### src/rtl/lsu_pkg.sv
// Shared types and lane-steering helpers for the load/store unit.
// Helpers cover write-strobe generation, store-data replication and load extraction.
package lsu_pkg;

    typedef enum logic [1:0] {
        SZ_B = 2'd0,
        SZ_H = 2'd1,
        SZ_W = 2'd2
    } size_t;

    typedef enum logic [2:0] {
        IDLE,
        RAM_WAIT,
        AXI_WR,
        AXI_B,
        AXI_AR,
        AXI_R,
        RESP
    } state_t;

    typedef enum logic [1:0] {
        RK_ZERO,
        RK_LOAD,
        RK_ADDR
    } resp_kind_t;

    function automatic logic [3:0] lane_mask(input size_t size, input logic [1:0] off);
        case (size)
            SZ_B:    lane_mask = 4'b0001 << off;
            SZ_H:    lane_mask = 4'b0011 << {off[1], 1'b0};
            default: lane_mask = 4'b1111;
        endcase
    endfunction

    function automatic logic [31:0] wdata_rep(input size_t size, input logic [31:0] data);
        case (size)
            SZ_B:    wdata_rep = {4{data[7:0]}};
            SZ_H:    wdata_rep = {2{data[15:0]}};
            default: wdata_rep = data;
        endcase
    endfunction

    function automatic logic [31:0] load_extract(input size_t size, input logic is_unsigned,
                                                 input logic [1:0] off, input logic [31:0] word);
        logic [31:0] sh;
        sh = word >> {off, 3'b000};
        case (size)
            SZ_B:    load_extract = is_unsigned ? {24'b0, sh[7:0]} : {{24{sh[7]}}, sh[7:0]};
            SZ_H:    load_extract = is_unsigned ? {16'b0, sh[15:0]} : {{16{sh[15]}}, sh[15:0]};
            default: load_extract = word;
        endcase
    endfunction

endpackage

### src/rtl/lsu_lane_align.sv
// Registered load-extract stage: steers the addressed lane down and extends it.
// Shared by the RAM and AXI read paths; holds its value until the next capture.
module lsu_lane_align import lsu_pkg::*; (
    input  logic        clk,
    input  logic        en,
    input  size_t       size,
    input  logic        is_unsigned,
    input  logic [1:0]  off,
    input  logic [31:0] word,
    output logic [31:0] data_p1
);

    // stage p0 -> p1: extracted load data
    always_ff @(posedge clk) begin
        if (en) begin
            data_p1 <= load_extract(size, is_unsigned, off, word);
        end
    end

endmodule

### src/rtl/lsu.sv
// Load/store unit routing each request to local block RAM or an AXI4-Lite MMIO master.
// Optional macro LSU_MISALIGN_EXC_EN: misaligned requests fault instead of being aligned down.
// ram_dout is sampled in the RAM_LAT-th cycle counting the ram_en cycle as the first.
module lsu import lsu_pkg::*; #(
    parameter int          RAM_AW   = 17,
    parameter int          RAM_LAT  = 1,
    parameter logic [7:0]  MMIO_TOP = 8'h7F,
    parameter int          TAG_W    = 5
) (
    input  logic              clk,
    input  logic              rst,
    input  logic              req_valid,
    output logic              req_ready,
    input  logic              req_store,
    input  logic [1:0]        req_size,
    input  logic              req_unsigned,
    input  logic [31:0]       req_addr,
    input  logic [31:0]       req_wdata,
    input  logic [TAG_W-1:0]  req_tag,
    output logic              resp_valid,
    input  logic              resp_ready,
    output logic [31:0]       resp_data,
    output logic              resp_err,
    output logic [TAG_W-1:0]  resp_tag,
    output logic              ram_en,
    output logic [3:0]        ram_we,
    output logic [RAM_AW-1:0] ram_addr,
    output logic [31:0]       ram_din,
    input  logic [31:0]       ram_dout,
    output logic [31:0]       m_axi_awaddr,
    output logic [2:0]        m_axi_awprot,
    output logic              m_axi_awvalid,
    input  logic              m_axi_awready,
    output logic [31:0]       m_axi_wdata,
    output logic [3:0]        m_axi_wstrb,
    output logic              m_axi_wvalid,
    input  logic              m_axi_wready,
    input  logic [1:0]        m_axi_bresp,
    input  logic              m_axi_bvalid,
    output logic              m_axi_bready,
    output logic [31:0]       m_axi_araddr,
    output logic [2:0]        m_axi_arprot,
    output logic              m_axi_arvalid,
    input  logic              m_axi_arready,
    input  logic [31:0]       m_axi_rdata,
    input  logic [1:0]        m_axi_rresp,
    input  logic              m_axi_rvalid,
    output logic              m_axi_rready
);

    state_t             state, state_nxt;
    logic [1:0]         cnt;
    logic               aw_done, w_done, err_q;
    resp_kind_t         kind_q;
    logic [31:0]        addr_q, wdata_q;
    logic [3:0]         mask_q;
    size_t              size_q;
    logic               uns_q, store_q;
    logic [TAG_W-1:0]   tag_q;
    size_t              req_sz;
    logic               bad, accept, is_mmio, capture;
    logic [31:0]        addr_use, cap_word, align_data;

    assign req_sz  = (req_size == 2'd3) ? SZ_W : size_t'(req_size);
    assign is_mmio = (req_addr[31:24] == MMIO_TOP);

`ifdef LSU_MISALIGN_EXC_EN
    assign bad      = (req_sz == SZ_H && req_addr[0]) || (req_sz == SZ_W && req_addr[1:0] != 2'b00);
    assign addr_use = req_addr;
`else
    assign bad = 1'b0;
    always_comb begin
        addr_use = req_addr;
        if (req_sz == SZ_W) begin
            addr_use[1:0] = 2'b00;
        end else if (req_sz == SZ_H) begin
            addr_use[0] = 1'b0;
        end
    end
`endif

    assign req_ready    = (state == IDLE) && !rst;
    assign accept       = req_valid && req_ready;
    assign m_axi_awprot = 3'b000;
    assign m_axi_arprot = 3'b000;

    always_comb begin
        state_nxt     = state;
        ram_en        = 1'b0;
        ram_we        = 4'b0000;
        ram_addr      = '0;
        ram_din       = '0;
        m_axi_awvalid = 1'b0;
        m_axi_awaddr  = '0;
        m_axi_wvalid  = 1'b0;
        m_axi_wdata   = '0;
        m_axi_wstrb   = 4'b0000;
        m_axi_bready  = 1'b0;
        m_axi_arvalid = 1'b0;
        m_axi_araddr  = '0;
        m_axi_rready  = 1'b0;
        resp_valid    = 1'b0;
        capture       = 1'b0;
        cap_word      = ram_dout;
        case (state)
            IDLE: begin
                if (accept) begin
                    if (bad)          state_nxt = RESP;
                    else if (is_mmio) state_nxt = req_store ? AXI_WR : AXI_AR;
                    else              state_nxt = RAM_WAIT;
                end
            end
            RAM_WAIT: begin
                if (cnt == 2'd0) begin
                    ram_en   = 1'b1;
                    ram_we   = store_q ? mask_q : 4'b0000;
                    ram_addr = addr_q[RAM_AW+1:2];
                    ram_din  = wdata_q;
                end
                if (cnt == 2'(RAM_LAT - 1)) begin
                    capture   = 1'b1;
                    state_nxt = RESP;
                end
            end
            AXI_WR: begin
                // address and data channels complete independently
                m_axi_awvalid = !aw_done;
                m_axi_awaddr  = addr_q;
                m_axi_wvalid  = !w_done;
                m_axi_wdata   = wdata_q;
                m_axi_wstrb   = mask_q;
                if ((aw_done || m_axi_awready) && (w_done || m_axi_wready)) begin
                    state_nxt = AXI_B;
                end
            end
            AXI_B: begin
                m_axi_bready = 1'b1;
                if (m_axi_bvalid) state_nxt = RESP;
            end
            AXI_AR: begin
                m_axi_arvalid = 1'b1;
                m_axi_araddr  = addr_q;
                if (m_axi_arready) state_nxt = AXI_R;
            end
            AXI_R: begin
                m_axi_rready = 1'b1;
                cap_word     = m_axi_rdata;
                if (m_axi_rvalid) begin
                    capture   = 1'b1;
                    state_nxt = RESP;
                end
            end
            RESP: begin
                resp_valid = 1'b1;
                if (resp_ready) state_nxt = IDLE;
            end
            default: state_nxt = IDLE;
        endcase
    end

    always_ff @(posedge clk) begin
        if (rst) begin
            state   <= IDLE;
            cnt     <= 2'd0;
            aw_done <= 1'b0;
            w_done  <= 1'b0;
            err_q   <= 1'b0;
            kind_q  <= RK_ZERO;
        end else begin
            state   <= state_nxt;
            cnt     <= (state == RAM_WAIT && state_nxt == RAM_WAIT) ? cnt + 2'd1 : 2'd0;
            aw_done <= (state == AXI_WR) && (aw_done || (m_axi_awvalid && m_axi_awready));
            w_done  <= (state == AXI_WR) && (w_done || (m_axi_wvalid && m_axi_wready));
            if (accept) begin
                err_q  <= bad;
                kind_q <= bad ? RK_ADDR : (req_store ? RK_ZERO : RK_LOAD);
            end else if ((state == AXI_B && m_axi_bvalid) || (state == AXI_R && m_axi_rvalid)) begin
                // a faulting bus access returns zero data
                err_q <= (state == AXI_B) ? (m_axi_bresp != 2'b00) : (m_axi_rresp != 2'b00);
                if ((state == AXI_B) ? (m_axi_bresp != 2'b00) : (m_axi_rresp != 2'b00)) begin
                    kind_q <= RK_ZERO;
                end
            end
        end
    end

    // stage p0: request fields latched on accept
    always_ff @(posedge clk) begin
        if (accept) begin
            addr_q  <= addr_use;
            wdata_q <= wdata_rep(req_sz, req_wdata);
            mask_q  <= lane_mask(req_sz, addr_use[1:0]);
            size_q  <= req_sz;
            uns_q   <= req_unsigned;
            store_q <= req_store;
            tag_q   <= req_tag;
        end
    end

    lsu_lane_align u_align (
        .clk         (clk),
        .en          (capture),
        .size        (size_q),
        .is_unsigned (uns_q),
        .off         (addr_q[1:0]),
        .word        (cap_word),
        .data_p1     (align_data)
    );

    always_comb begin
        resp_data = '0;
        if (state == RESP) begin
            case (kind_q)
                RK_LOAD: resp_data = align_data;
                RK_ADDR: resp_data = addr_q;
                default: resp_data = '0;
            endcase
        end
    end

    assign resp_err = (state == RESP) && err_q;
    assign resp_tag = (state == RESP) ? tag_q : '0;

endmodule

### config.mk
export PLATFORM = sky130hd
export DESIGN_NAME = lsu
export DESIGN_NICKNAME = d
export VERILOG_FILES = /design/src/rtl/lsu_pkg.sv /design/src/rtl/lsu_lane_align.sv /design/src/rtl/lsu.sv
export SDC_FILE = /design/constraint.sdc
export NUM_CORES = 1
export LEC_CHECK = 0
export ABC_AREA = 1
export BUFFER_PORTS_ARGS = -buffer_cell sky130_fd_sc_hd__buf_2
export CORE_ASPECT_RATIO = 0.8
export CORE_MARGIN = 5
export CORE_UTILIZATION = 45
export CTS_CLUSTER_DIAMETER = 80
export CTS_CLUSTER_SIZE = 10
export DETAILED_ROUTE_END_ITERATION = 10
export MAX_ROUTING_LAYER = met4
export PLACE_DENSITY = 0.83
export SLEW_MARGIN = 10
export SYNTH_ARGS = -nofsm -noshare
export SYNTH_HDL_FRONTEND = slang
export SYNTH_HIERARCHICAL = 1
export SYNTH_SLANG_ARGS = --single-unit
### constraint.sdc
create_clock -name clk -period 9.9 [get_ports clk]
set_input_delay 0.495 -clock clk [delete_from_list [all_inputs] [get_ports clk]]
set_output_delay 0.495 -clock clk [all_outputs]
set_load 0.1 [all_outputs]
==> impl_metrics.csv <==
group,metric,value,unit
status,outcome,"finished, final reports clean",
grt,track_usage,24.3,%
die,start_util,45.7,%
clock_network,post_cts_buffers,0,
detailed_routing,first_iter_violations,572,
detailed_routing,firstDrtPassIters,6,
clock_network,numCtsBuffers,17,
job,max-cap-violations,0,
detailed_routing,met1Wirelength,8670,µm
sta,slew_violations,0,
detailed_routing,drc_errors,0,
critical_path,critical_path_class,"flip-flop to primary output",
min_path,hold_path.class,"input port to flip-flop",
clock_network,cts_tree,"done",
die,die_area,17800,µm²
critical_path,r2r-end,"u_align/data_p1[13]$_DFFE_PP_",
critical_path,crit_path_cell_trace,"inv_1 -> ha_1 -> nand4_4 -> inv_1 -> nand2_1 -> nor2_1 -> buf_2",
synthesis,synth-seq-cells,118,
critical_path,cp.required,9410,ps
critical_path,crit_path_max_incr_delay,600,ps
critical_path,path_buf_inv,3,
sta,rsz0062_at_grt,"no",
final_layout,area_delta_synth_final,34.2,%
place,place.gp.congestion,0.915,
critical_path,crit_arrival,2510,ps
final_layout,final_cell_mix,"buf_2 (348), nand2_1 (266), nor2_1 (212)",
sta,tns,0,ps
synthesis,ys.warnings.count,6,
sta,finalCritPeriodShare,30.4,%
synthesis,synth_compound_area_share,4.19,%
grt,grt_remaining_overflow,0,
die,io_pins,355,
detailed_routing,wl_met2,10800,µm
synthesis,ys_seq_area_share,50.3,%
synthesis,yosys.area_share.simple,33.5,%
clock_network,h-tree-depth,4,
final_layout,layout-drive-gt1-share,34.3,%
place,placed_area,8550,µm²
clock_network,clock-sinks,118,
critical_path,endpoint_kind,"primary output",
synthesis,muxShareOfSynthArea,0,%
grt,grt_pass1_wl,32900,µm
critical_path,cp_top_family,"simple AND/OR/NAND/NOR gates",
sta,skew,12.9,ps
detailed_routing,dr_total_vias,6903,
critical_path,critPathSlowestCell,"nand4_4",
synthesis,synth_fa_ha_area_share,0.182,%
final_layout,finalInstanceArea,9220,µm²
critical_path,critPathLaunchType,"flip-flop",
critical_path,reg2reg_setup_slack,7250,ps
detailed_routing,met3RoutedLength,1960,µm
sta,finalHoldViolations,0,
sta,worst_pin_slew,1160,ps
sta,setup_violations,0,
critical_path,cp_max_fo,52,
power_and_ir_drop,vdd_drop_max,0.000126,V
grt,grt_pass1_vias,6228,
synthesis,synth_top_family_by_area,"simple AND/OR/NAND/NOR gates",
die,coreArea,15000,µm²
critical_path,crit_top_cell,"inv_1",
power_and_ir_drop,p_leak,5.04,nW
sta,slew_headroom,22.9,%
min_path,hold_path_depth,1,
synthesis,synthXorXnorAreaFrac,0,%
synthesis,synth_area,6870,µm²
synthesis,syn-instance-count,904,
sta,max_freq,0.332,GHz
clock_network,cts_root_buffer,"clkbuf_16",
detailed_routing,viasPerCell,4.83,
min_path,hp-start,"req_addr[13]",
detailed_routing,top_layer,"met4",
clock_network,clock_path_buffers,2,
critical_path,reg2reg_from,"state[1]$_SDFF_PP0_",
place,portBuffers,348,
die,rows,40,
final_layout,final_common_cell,"buf_2",
die,die_w,148,µm
detailed_routing,post_drt_wl_per_cell,15.2,µm
power_and_ir_drop,powerDensity,211,nW/µm²
clock_network,clkTransAtPathRegs,60,ps
die,die_h,120,µm
grt,antenna_found_initial,1,
grt,grt_max_degree,73,
critical_path,reg2regPathDepth,12,
clock_network,cts_resized,0,
clock_network,clk_latency,420,ps
detailed_routing,ant_nets,0,
synthesis,syn_avg_cell_area,7.60,µm²
detailed_routing,routed_wl,21700,µm
clock_network,ctsHoldBuffers,0,
synthesis,yosysUniqueCellTypes,33,
sta,fin_crit,3010,ps
final_layout,fin_nets,1377,
place,hpwl,16800,µm
min_path,min_delay_worst_endpoint,"addr_q[13]$_DFFE_PN_",
metal layers:
metal,vias up,track usage (%)
met4,0,5.71
met3,16,6.03
li1,3437,-
met1,3116,30.5
met2,334,40.2
met5,-,-
cell usage after synthesis:
cell type / number / area [µm²]
a21oi_1: 6 / 30.0
buf_2: 25 / 125
buf_4: 7 / 52.6
buf_6: 12 / 135
clkbuf_1: 9 / 33.8
clkbuf_2: 1 / 5.00
clkinv_1: 1 / 3.75
conb_1: 1 / 3.75
dfxtp_1: 9 / 180
edfxtp_1: 109 / 3270
ha_1: 1 / 12.5
inv_1: 109 / 409
inv_2: 6 / 22.5
inv_4: 2 / 12.5
inv_6: 1 / 8.76
nand2_1: 266 / 998
nand2_2: 3 / 18.8
nand3_1: 39 / 195
nand3_2: 1 / 10.0
nand3_4: 2 / 35.0
nand4_1: 4 / 25.0
nand4_4: 1 / 21.3
nor2_1: 212 / 796
nor2_2: 23 / 144
nor2_4: 1 / 11.3
nor2_8: 1 / 20.0
nor3_1: 3 / 15.0
o211ai_1: 8 / 60.1
o21ai_0: 36 / 180
o21ai_1: 2 / 10.0
o21bai_1: 1 / 7.51
or2_1: 1 / 6.26
or2_2: 1 / 6.26
final cells by class:
class / instances / area [µm²]
fill: 1346 / 5800
multi-input combinational: 618 / 2630
antenna: 1 / 2.50
sequential: 118 / 3450
tap: 189 / 236
clock buffer: 21 / 470
clock inverter: 11 / 195
timing repair buffer: 352 / 1770
inverter: 119 / 457
per-stage QoR:
step	total power, mW	util [%]	hold WS [ps]	std cells	worst slack, ps
3_3_place_gp	1.26	56.9	399	1396	7280
4_1_cts	1.95	61.4	237	1428	6890
3_5_place_dp	1.26	56.9	401	1396	7230
2_1_floorplan	1.15	-	390	909	6330
5_1_grt	2.02	61.4	231	1429	6670
6_report	1.94	61.4	255	1429	6890
how the worst max path moves through the flow:
stage	from	endpoint	slack, ps	cells past startpoint
final	cnt[0]$_SDFF_PP0_	ram_we[3]	6890	7
after global routing	cnt[0]$_SDFF_PP0_	ram_we[3]	6670	7
after CTS	cnt[0]$_SDFF_PP0_	ram_we[3]	6890	7
after detailed placement	rst	wdata_q[10]$_DFFE_PN_	7230	5
after global placement	rst	wdata_q[24]$_DFFE_PN_	7280	5
after floorplan	state[0]$_SDFF_PP0_	m_axi_araddr[10]	6330	7
flip-flops by register name (all words and copies together), names as in the netlist:
register,cells
w_done,1
err_q,1
uns_q,1
aw_done,1
tag_q,5
u_align/data_p1,32
wdata_q,32
state,3
store_q,1
size_q,2
addr_q,32
mask_q,4
kind_q,1
cnt,2
report_power, final:
group	total, mW	internal [mW]	switching, mW
Clock	0.687	0.467	0.219
Sequential	0.623	0.599	0.0240
Combinational	0.632	0.0972	0.534
kinds of logic (layout without fill, tap and decap cells):
kind of cell / after synthesis / after routing
flip-flops: 118 / 118
AO/OA/AOI/OAI: 53 / 53
adder cells (fa/ha/maj): 1 / 1
buffers and inverters: 173 / 503
AND/OR/NAND/NOR: 558 / 558
other: 1 / 7
Note: power is estimated with default switching activity, not from simulation.
